--- src/rtl/branch_resolve.sv ---
// ID-stage branch resolution: holds the IF/ID register, resolves beq/bne/j/jal,
// redirects fetch, and squashes wrong-path deliveries after a taken redirect.
module branch_resolve #(
    parameter int SQUASH = 1,
    parameter int CNT_W  = 16
) (
    input  logic             clk,
    input  logic             reset,
    input  logic [31:0]      IR_in,
    input  logic [31:0]      nPC_in,
    input  logic             stall,
    input  logic [31:0]      rs_data,
    input  logic [31:0]      rt_data,
    output logic [4:0]       rs_addr,
    output logic [4:0]       rt_addr,
    output logic [31:0]      IR_out,
    output logic [31:0]      nPC_out,
    output logic             valid_out,
    output logic             PCSrc,
    output logic [31:0]      BrDest,
    output logic [CNT_W-1:0] taken_cnt
);

    localparam logic [5:0] OP_J   = 6'h02;
    localparam logic [5:0] OP_JAL = 6'h03;
    localparam logic [5:0] OP_BEQ = 6'h04;
    localparam logic [5:0] OP_BNE = 6'h05;
    localparam logic [1:0] SQ_INIT = 2'(SQUASH - 1);

    typedef enum logic {
        ST_RUN,
        ST_SQUASH
    } state_t;

    state_t           state;
    logic [1:0]       sq_cnt;
    logic [31:0]      ir_q;
    logic [31:0]      npc_q;
    logic             valid_q;
    logic [CNT_W-1:0] cnt_q;

    logic [5:0]  opcode;
    logic        is_jump;
    logic        is_beq;
    logic        is_bne;
    logic [31:0] imm_ext;
    logic        take;

    assign opcode  = ir_q[31:26];
    assign is_jump = (opcode == OP_J) || (opcode == OP_JAL);
    assign is_beq  = (opcode == OP_BEQ);
    assign is_bne  = (opcode == OP_BNE);
    assign imm_ext = {{16{ir_q[15]}}, ir_q[15:0]};

    // NOTE: every output of this block gets a default first, so no latch is inferred.
    always_comb begin
        take = 1'b0;
        if (valid_q && !stall && state == ST_RUN) begin
            if (is_jump)
                take = 1'b1;
            else if (is_beq)
                take = (rs_data == rt_data);
            else if (is_bne)
                take = (rs_data != rt_data);
        end
    end

    assign BrDest    = is_jump ? {npc_q[31:26], ir_q[25:0]} : npc_q + imm_ext;
    assign PCSrc     = take;
    assign rs_addr   = ir_q[25:21];
    assign rt_addr   = ir_q[20:16];
    assign IR_out    = ir_q;
    assign nPC_out   = npc_q;
    assign valid_out = valid_q;
    assign taken_cnt = cnt_q;

    // sq_cnt holds the bubbles still owed after the take edge; the take edge
    // itself is the first one, so SQUASH=1 never enters ST_SQUASH.
    // NOTE: state is updated with non-blocking assignments so all registers
    // see the same pre-edge values.
    always_ff @(posedge clk) begin
        if (reset) begin
            state   <= ST_RUN;
            sq_cnt  <= 2'd0;
            ir_q    <= 32'h0;
            npc_q   <= 32'h0;
            valid_q <= 1'b0;
            cnt_q   <= '0;
        end else if (!stall) begin
            case (state)
                ST_RUN: begin
                    npc_q <= nPC_in;
                    if (take) begin
                        ir_q    <= 32'h0;
                        valid_q <= 1'b0;
                        sq_cnt  <= SQ_INIT;
                        state   <= (SQUASH > 1) ? ST_SQUASH : ST_RUN;
                        if (cnt_q != {CNT_W{1'b1}})
                            cnt_q <= cnt_q + CNT_W'(1);
                    end else begin
                        ir_q    <= IR_in;
                        valid_q <= 1'b1;
                    end
                end
                ST_SQUASH: begin
                    ir_q    <= 32'h0;
                    npc_q   <= nPC_in;
                    valid_q <= 1'b0;
                    if (sq_cnt <= 2'd1) begin
                        state  <= ST_RUN;
                        sq_cnt <= 2'd0;
                    end else begin
                        sq_cnt <= sq_cnt - 2'd1;
                    end
                end
                default: state <= ST_RUN;
            endcase
        end
    end

endmodule
--- config.mk ---
export PLATFORM = sky130hd
export DESIGN_NAME = branch_resolve
export DESIGN_NICKNAME = d
export VERILOG_FILES = /design/src/rtl/branch_resolve.sv
export SDC_FILE = /design/constraint.sdc
export NUM_CORES = 1
export LEC_CHECK = 0
export ABC_AREA = 1
export BUFFER_PORTS_ARGS = -buffer_cell sky130_fd_sc_hd__buf_2
export CAP_MARGIN = 20
export CORE_ASPECT_RATIO = 1.4
export CORE_UTILIZATION = 48
export DETAILED_ROUTE_END_ITERATION = 8
export PLACE_DENSITY_LB_ADDON = 0.15
export REMOVE_ABC_BUFFERS = 1
export SLEW_MARGIN = 20
export SYNTH_ARGS = -nofsm -noshare
export SYNTH_HDL_FRONTEND = slang
export SYNTH_SLANG_ARGS = --single-unit
--- constraint.sdc ---
create_clock -name clk -period 3.7 [get_ports clk]
set_input_delay 0.74 -clock clk [delete_from_list [all_inputs] [get_ports clk]]
set_output_delay 0.74 -clock clk [all_outputs]
set_load 0.01 [all_outputs]
### Word-level counts from Yosys, hierarchy flattened

Index checks and enable logic that the tools add are counted.

| cells by class | value |
|---|---|
| equality and inequality tests | 8 |
| mux-type cells | 14 |
| bitwise operators | 2 |
| reductions and logical operators | 6 |
| add/subtract/negate cells | 3 |
| magnitude comparators | 1 |

Operator list:

| operator | number |
|---|---|
| 2-to-1 mux 32 bit | 2 |
| one-hot mux 32 bit (2 select lines) | 1 |
| adder 32 bit | 1 |
| == test 32 bit | 1 |
| inequality test 32 bit | 1 |
| adder 16 x 1 -> 16 bit, second input constant | 1 |
| inequality test 16 bit, second input constant | 1 |
| == test 6 x 2 -> 1 bit, second input constant | 2 |
| == test 6 x 3 -> 1 bit, second input constant | 2 |
| 2-to-1 mux 1 bit | 6 |
| 2-to-1 mux 2 bit | 2 |
| one-hot mux 1 bit (2 select lines) | 2 |
| one-hot mux 2 bit (2 select lines) | 1 |
| AND reduction 4 bit | 1 |
| less-or-equal comparator 2 x 1 -> 1 bit, second input constant | 1 |
| logical AND 1 bit | 2 |
| inequality test 2 bit, second input constant | 1 |
| inverter 1 bit | 2 |
| AND reduction 2 bit | 1 |
| subtractor 2 x 1 -> 2 bit, second input constant | 1 |
| zero test 1 bit | 1 |
| logical OR 1 bit | 1 |

| storage, ports and cells | value |
|---|---|
| bits of input ports | 131 |
| output and inout port bits | 124 |
| register bits after elaboration | 84 |
| word-level logic and storage cells | 40 |

### Logic depth before layout (Yosys ltp)

Gate-level depths: netlist of the first run.

| logic depth | value |
|---|---|
| word-level depth | 7 |
| gate-level depth with buffers | 15 |
| gate-level depth less buffers | 15 |

### Worst setup path before layout of the first run

OpenSTA, ideal clock, no wires.

| timing path | value |
|---|---|
| kind | register -> output |
| start point | register ir_q[15] (netlist: IR_out[15]) |
| end point | output BrDest[29] |
| stages on the path, launching flop included | 11 |
| path buffers | 0 |
| path slack | 0.796 ns |
| data arrival time | 2.164 ns |
| data required time | 2.960 ns |
| path through | dfxtp_1 ha_1 a21o_1 o21bai_1 a21oi_1 nor2_1 nor3_1 nand2_1 nand2_1 nand3_1 nand2_1 |

| on the way | value |
|---|---|
| cells in the longest elaborated chain, start to end | 2 |

Ends and longest elaborated chain:

| element | RTL line | text |
|---|---|---|
| from (decl) | 37 | `logic [31:0] ir_q;` |
| from (signal assigned) | 101 | `ir_q <= IR_in;` |
| adder 32 bit | 68 | `assign BrDest = is_jump ? {npc_q[31:26], ir_q[25:0]} : npc_q + imm_ext;` |
| 2-to-1 mux 32 bit | 68 |  |
| to (decl) | 20 | `output logic [31:0] BrDest,` |

No other way between the ends.

### Worst setup path after layout of the first run

| timing path | value |
|---|---|
| start point | register ir_q[0] (netlist: IR_out[0]) |
| end point | output BrDest[18] |

The elaborated chain is that of the path after synthesis.

==> summary.md, run 1 <==
| Metric | Value |
|---|---|
| Number of clock buffers inserted by TritonCTS | `9` |
| Internal reg-to-reg setup slack | `1370 ps` |
| Pin count of the biggest net entering global routing | `49` |
| Post-route clock period utilization | `92.70%` |
| F_max | `291.5 MHz` |
| CTS tree | `built` |
| Mux contribution to synthesized area | `0%` |
| Cell type contributing the most total cell area after synthesis | `dfxtp_1` |
| Worst hold path endpoint | `state` |
| Routed vias | `7519` |
| Power density over cell area | `roughly 330 nW/um2` |
| Run status | `completed` |
| Cell count after synthesis | `~1000` |
| Clock latency reported for the late side of the worst-skew pair | `around 350 ps` |
| Min-delay src | `sq_cnt[1]` |
| Main combinational cell family by area after synthesis | `simple AND/OR/NAND/NOR gates` |
| Tightest slew margin relative to the limit | `29.56%` |
| Port bufs | `254` |
| Clock Skew | `11.96 ps` |
| R2r startpoint | `IR_out[31]` |
| Final critical path time including I/O delays and setup | `3430 ps` |
| Number of sinks driven by the clock tree | `84` |
| RSZ-0062 raised after global routing | `no` |
| Highest-count cells in the layout ignoring fill and taps | `nand2_1 (280), buf_2 (254), nor2_1 (133), dfxtp_1 (83), inv_1 (77)` |
| Yosys warnings | `0` |
| Standard-cell row count | `49` |
| Setup tns final | `0 ps` |
| Syn_area_per_cell | `about 6.3 um2` |
| Number of I/O pins | `255` |
| Number of distinct library cell variants in the gate-level netlist after synthesis | `40` |
| Floorplan die area | `13900 um2` |
| Top_reg_cell synth | `dfxtp_1` |
| Type of origin of the critical path | `flop` |
| Count of antenna-violating nets left after detailed routing | `0` |
| Total gr overflow | `0` |
| Chip height | `139.1 um` |
| Total GRT Usage | `between 30% and 40%` |
| Count of state elements after synthesis | `84` |
| Class of the tightest hold or removal check | `flop to flop` |
| Placeable Area | `13000 um2` |
| Antenna violations before repair | `1` |
| Share of flip-flops with an asynchronous set or reset | `0%` |
| Post-detailed-route via-to-cell ratio | `~5.3` |
| Actual transition at the worst max-transition pin | `~1100 ps` |
| Die W | `99.91 um` |
| Clock transition at the registers of the reported paths | `70 ps` |
| Number of cells in the finished layout apart from fillers | `1427` |
| Parity-gate share of the synthesized area counting xor and xnor cells | `5.574%` |
| Worst setup path start | `IR_out[0]` |
| Main area contributors after synthesis | `dfxtp_1 (26%), nand2_1 (16%), nor2_1 (7.8%)` |
| H-tree depth | `3` |
| EDFF count, synth | `0` |
| Final Hold Fails | `0` |
| Worst setup path category | `flop to output pin` |
| Netlist area before placement | `6442 um2` |
| Maximum resistive drop on vdd | `0.1941 mV` |
| Cells on Worst Hold Path | `2` |
| Endpoint arrival time on the critical path | `2690 ps` |
| Highest net fanout along the worst path | `4` |
| Number of max-slew violations in the final report | `0` |
| Data required time at the worst endpoint | `2960 ps` |
| TritonRoute pass-1 iters | `5` |
| Wire length of the first global-routing pass | `33750 um` |
| Vias in the first global route | `7282` |
| Final setup violation count | `0` |
| Share of the yosys chip area belonging to registers | `26.10%` |
| Final wirelength | `20730 um` |
| Relative area change from synthesis to final layout | `25.31%` |
| Top cell type's share of synthesized area | `26.10%` |
| Post-synthesis compound-gate area fraction | `between 15 and 20%` |
| Fraction of final layout cells with drive strength greater than 1 | `26.12%` |
| Post-placement cell count | `1410` |
| Number of remaining DRC errors | `0` |
| Adder-cell share of the synthesized area | `6.526%` |
| Total leakage power | `0.004104 uW` |
| Cell count of the worst reg-to-reg path | `11` |
| Post-layout nets | `1407` |
| Endpoint of the most critical register-to-register path | `sq_cnt[1]` |
| Critical Path Sink Type | `output pin` |
| Initial Util | `just under 50%` |
| Most common cell after layout, fill and taps aside | `nand2_1` |
| Per-cell routed wire length | `14.53 um` |
| Area fraction in and, or, nand and nor cells after synthesis | `37.60%` |
| Placer congestion estimate | `about 0.94` |
| DRT iter0 DRCs | `~330` |
| Detailed-placement wirelength estimate | `16000 um` |
| Post-Layout Inst Area | `8073 um2` |
| Count of maximum capacitance violations | `0` |
| Worst-case clock buffer depth | `2` |
| Post-place instance area | `7761 um2` |
| Clock root buffer | `clkbuf_16` |
==> repair_timing <==
action / in CTS / in global routing
hold buffers: 0 / 0
setup endpoints to repair: 0 / 1
buffers inserted: 0 / 0
resized for setup: 0 / 1
==> cells by family after synthesis <==
kind of cell | count (synthesis)
AOI/OAI and AO/OA | 178
buffers and inverters | 127
xor gates and xnor gates | 41
DFF | 84
adders and majority gates | 33
and+or+nand+nor | 552
==> routing by layer <==
layer	global-route usage, %	up-vias	part of all wire [%]
met1	32.24	3429	39
met5	0	-	0
li1	-	3786	-
met4	14.16	0	3.4
met3	5.847	55	6.1
met2	55.54	249	51
==> through the flow <==
stage / worst slack, ps / total power (uW) / util [%] / hold slack (ps)
floorplan: 368.0 / 1398 / - / 436.1
global placement: 609.0 / 1703 / 59.71 / 455.6
detailed placement: 617.8 / 1708 / 59.71 / 460.9
CTS: 214.5 / 2659 / 62.08 / 471.7
global route: 54.04 / 2768 / 62.11 / 491.6
finish: 270.0 / 2641 / 62.11 / 477.4
==> worst max-delay path by stage <==
stage	end	slack [ps]	cells past startpoint
floorplan	PCSrc	370	6
global placement	BrDest[31]	610	12
detailed placement	BrDest[31]	620	12
CTS	BrDest[31]	210	12
global route	BrDest[26]	50	13
finish	BrDest[18]	270	13
==> worst max-delay path: stages (launching register included) <==
cell	delay, ps
dfxtp_1	340
ha_1	230
fa_1	410
nand3_1	100
nand3_1	170
a21oi_1	230
inv_1	90
a21o_1	210
nand3_1	130
nand2_1	60
nand2_1	60
nand3_1	70
nand2_1	100
buf_2	130
==> synthesized netlist by cell type, types with 3 or more instances <==
cell and count:
nand4_1 23, inv_1 78, nand3_1 66, nand2_1 280, nand2_2 3, xnor2_1 27
dfxtp_1 84, o21ai_0 63, nor2_1 134, o21ai_1 4, o21bai_1 3, nor4_1 4
buf_6 4, a21oi_2 17, xor2_1 14, nand3b_1 6, nand3_2 9, nor3_1 13
clkbuf_1 28, ha_1 32, or2_2 7, a21oi_1 71, inv_2 3, a21o_1 8
a31oi_1 5, buf_4 11
==> area by class of cell <==
type,instances,area [um2]
fillers,1340,4925
diodes,1,2.502
inverters,82,307.8
multi-input cells,804,4218
clock buffers,9,225.2
flip-flops and latches,84,1683
well taps,178,222.7
clock inverters,7,82.58
repair buffers,262,1331
==> state kept, by name (all words and copies together), names as in the netlist <==
signal and flops:
IR_out 32, nPC_out 32, sq_cnt 2, state 1, taken_cnt 16, valid_out 1
==> where the power goes <==
group	leakage [uW]	switching, uW	internal, uW
registers	0.000692	46.4	949
logic	0.00326	413	280
clock network	0.000150	416	535
total	0.00410	876	1760
Power figures use the tool's default switching activity.
==> run 2: changes to the inputs <==
- CORE_UTILIZATION: 48 -> 31
==> summary.md, run 2 (synthesis gave the netlist of run 1 again) <==
| Metric | Value |
|---|---|
| Min setup slack post-route | `170.8 ps (-99.17 ps)` |
| CTS tree | `built` |
| Min Hold Slack | `466.4 ps (-10.98 ps)` |
| Worst path top cell family by delay | `simple AND/OR/NAND/NOR gates` |
| Final critical path time including I/O delays and setup | `3529 ps (+99.17 ps)` |
| Endpoint arrival time on the critical path | `2790 ps (+100 ps)` |
| Placeable Area | `20480 um2 (+58%)` |
| Sw Ratio | `34.24% (+1.1 points)` |
| Final wirelength | `23010 um (+11%)` |
| Count of maximum capacitance violations | `0 (unchanged)` |
| Setup tns final | `0 ps (unchanged)` |
| Clock Skew | `6.107 ps (-5.848 ps)` |
| Wire length of the first global-routing pass | `36040 um (+6.8%)` |
| Total GRT Usage | `21.91% (-8.2 points)` |
| Post-CTS Setup Bufs | `0 (unchanged)` |
| Post-layout nets | `1409 (+0.14%)` |
| Number of I/O pins | `255 (unchanged)` |
| Biggest cell delay along the critical path | `410 ps (about the same)` |
| Relative area change from synthesis to final layout | `26.41%` |
| Number of sinks driven by the clock tree | `84 (unchanged)` |
| Worst slack at placement | `517.1 ps (-100.7 ps)` |
| Initial Util | `31.46% (-18 points)` |
| Number of max-slew violations in the final report | `0 (unchanged)` |
| Net switching power | `878.4 uW (+0.28%)` |
| Pin count of the biggest net entering global routing | `51 (+4.1%)` |
| Slowest stage cell on the critical path | `fa_1` |
| R2r startpoint | `IR_out[30]` |
| Antenna fix cells | `0 (-1)` |
| Fraction of final layout cells with drive strength greater than 1 | `26.16% (+0.038 points)` |
| Clock root buffer | `clkbuf_16` |
| Tightest slew margin relative to the limit | `37.37% (+7.8 points)` |
| Chip height | `172.6 um (+24%)` |
| Highest-count cells in the layout ignoring fill and taps | `nand2_1 (280), buf_2 (254), nor2_1 (133), dfxtp_1 (83), inv_1 (78)` |
| Post-route clock period utilization | `95.38% (+2.7 points)` |
| Number of remaining DRC errors | `0 (unchanged)` |
| Standard-cell row count | `62 (+27%)` |
| Post-detailed-route via-to-cell ratio | `4.868 (-7.6%)` |
| Part of the total power dissipated in the clock network | `33.4% (-2.6 points)` |
| Number of clock buffers inserted by TritonCTS | `9 (unchanged)` |
| Vias in the first global route | `6832 (-6.2%)` |
| Maximum resistive drop on vdd | `0.1914 mV (-1.4%)` |
| TritonRoute pass-1 iters | `5 (unchanged)` |
| Die W | `123.8 um (+24%)` |
| Min-delay src | `sq_cnt[0]` |
| Highest net fanout along the worst path | `4 (unchanged)` |
| Worst-case clock buffer depth | `2 (unchanged)` |
| Antenna violations before repair | `0 (-1)` |
| Worst hold path endpoint | `sq_cnt[1]` |
| Sequential power share | `38.9% (+1.2 points)` |
| Final Hold Fails | `0 (unchanged)` |
| RSZ-0062 raised after global routing | `no` |
| Floorplan die area | `21370 um2 (+54%)` |
| Final core utilization | `39.77% (-22 points)` |
| Total gr overflow | `0 (unchanged)` |
| F_max | `283.3 MHz (-2.8%)` |
| Layout filler cell count | `2306 (+72%)` |
| Internal power summed over all cells | `1687 uW (-4.4%)` |
| Clock latency reported for the late side of the worst-skew pair | `350 ps (about the same)` |
| Port bufs | `254 (unchanged)` |
| Run status | `completed` |
| Most common cell after layout, fill and taps aside | `nand2_1` |
| H-tree depth | `3 (unchanged)` |
| Cell type with the highest occurrence count on the critical path | `nand3_1` |
| Class of the tightest hold or removal check | `flop to flop` |
| Worst setup path category | `flop to output pin` |
| Final setup violation count | `0 (unchanged)` |
| Comb pwr share | `27.6% (+1.3 points)` |
| Placer congestion estimate | `0.9074 (-3.5%)` |
| Type of origin of the critical path | `flop` |
| Endpoint of the most critical register-to-register path | `sq_cnt[0]` |
| Cell count of the worst reg-to-reg path | `11 (unchanged)` |
| Routed vias | `7331 (-2.5%)` |
| Detailed-placement wirelength estimate | `17870 um (+12%)` |
| Post-CTS resize count | `0 (unchanged)` |
| Internal reg-to-reg setup slack | `1420 ps (+50 ps)` |
| Critical Path Sink Type | `output pin` |
| Data required time at the worst endpoint | `2960 ps (about the same)` |
| Power density over cell area | `315.0 nW/um2 (-3.7%)` |
| Clock transition at the registers of the reported paths | `70 ps (about the same)` |
| Per-cell routed wire length | `15.28 um (+5.2%)` |
| Actual transition at the worst max-transition pin | `938.4 ps (-111.7 ps)` |
| Worst path buffer plus inverter count | `2 (unchanged)` |
| Cells on Worst Hold Path | `2 (unchanged)` |
| Count of antenna-violating nets left after detailed routing | `0 (unchanged)` |
| CTS Hold Bufs | `0 (unchanged)` |
| Cell Chain, Critical Path | `ha_1 -> fa_1 -> nand3_1 -> nand3_1 -> a21oi_1 -> inv_1 -> a21o_1 -> or2_2 -> nand3_1 -> nand2_1 -> buf_2` |
| DRT iter0 DRCs | `341 (+3.6%)` |
| Total leakage power | `0.004100 uW (about the same)` |
-- run 2: cell types whose count changed in the layout (fill, tap and decap cells not counted), sizes merged --
| cell | previous run | this run |
|---|---|---|
| inv | 83 | 82 |
| diode | 1 | 0 |
| clkinv | 4 | 5 |
| clkbuf | 9 | 10 |
| buf | 262 | 264 |
| bufinv | 1 | 0 |
-- run 2: how the worst max path moves through the flow --
stage               startpoint    endpoint  cells past startpoint
floorplan           IR_out[27]       PCSrc                      6
global placement    IR_out[15]  BrDest[24]                      9
detailed placement  IR_out[15]  BrDest[24]                      9
CTS                 IR_out[15]  BrDest[24]                      9
global route         IR_out[0]  BrDest[26]                     13
finish               IR_out[0]  BrDest[10]                     11
-- run 2: through the flow --
stage | cells | cell area, um2 | power (uW)
floorplan | 970 | 6200 | 1398
global placement | 1490 | 7874 | 1734
detailed placement | 1490 | 7874 | 1736
CTS | 1506 | 8143 | 2612
global route | 1506 | 8144 | 2731
finish | 1506 | 8144 | 2566
-- run 2: final cells by class --
| type | count | area [um2] | area share, % |
|---|---|---|---|
| clock buffer | 10 | 229.0 | 2.811 |
| clock inverter | 6 | 40.04 | 0.4916 |
| inverter | 82 | 307.8 | 3.779 |
| multi-input combinational | 804 | 4218 | 51.79 |
| sequential | 84 | 1683 | 20.66 |
| tap | 256 | 320.3 | 3.933 |
| timing repair buffer | 264 | 1346 | 16.53 |
-- run 2: routing by layer --
| metal | part of all wire, % | global-route usage (%) | vias up |
|---|---|---|---|
| li1 | - | - | 3786 |
| met1 | 42 | 25.99 | 3335 |
| met2 | 50 | 38.06 | 177 |
| met3 | 4.8 | 4.485 | 33 |
| met4 | 2.6 | 7.932 | 0 |
| met5 | 0 | 0 | - |
-- run 2: power groups by stage --
stage,registers (uW),logic (uW),clock network (uW)
6_report,999,709,858
5_1_grt,1010,796,928
4_1_cts,1000,717,895
3_5_place_dp,1020,715,0
3_3_place_gp,1020,715,0
2_1_floorplan,1030,365,0
-- run 2: tightest hold or removal path: stages (launching register included) --
cell and delay [ps]:
dfxtp_1 310, nand3_1 70, nand2_1 40
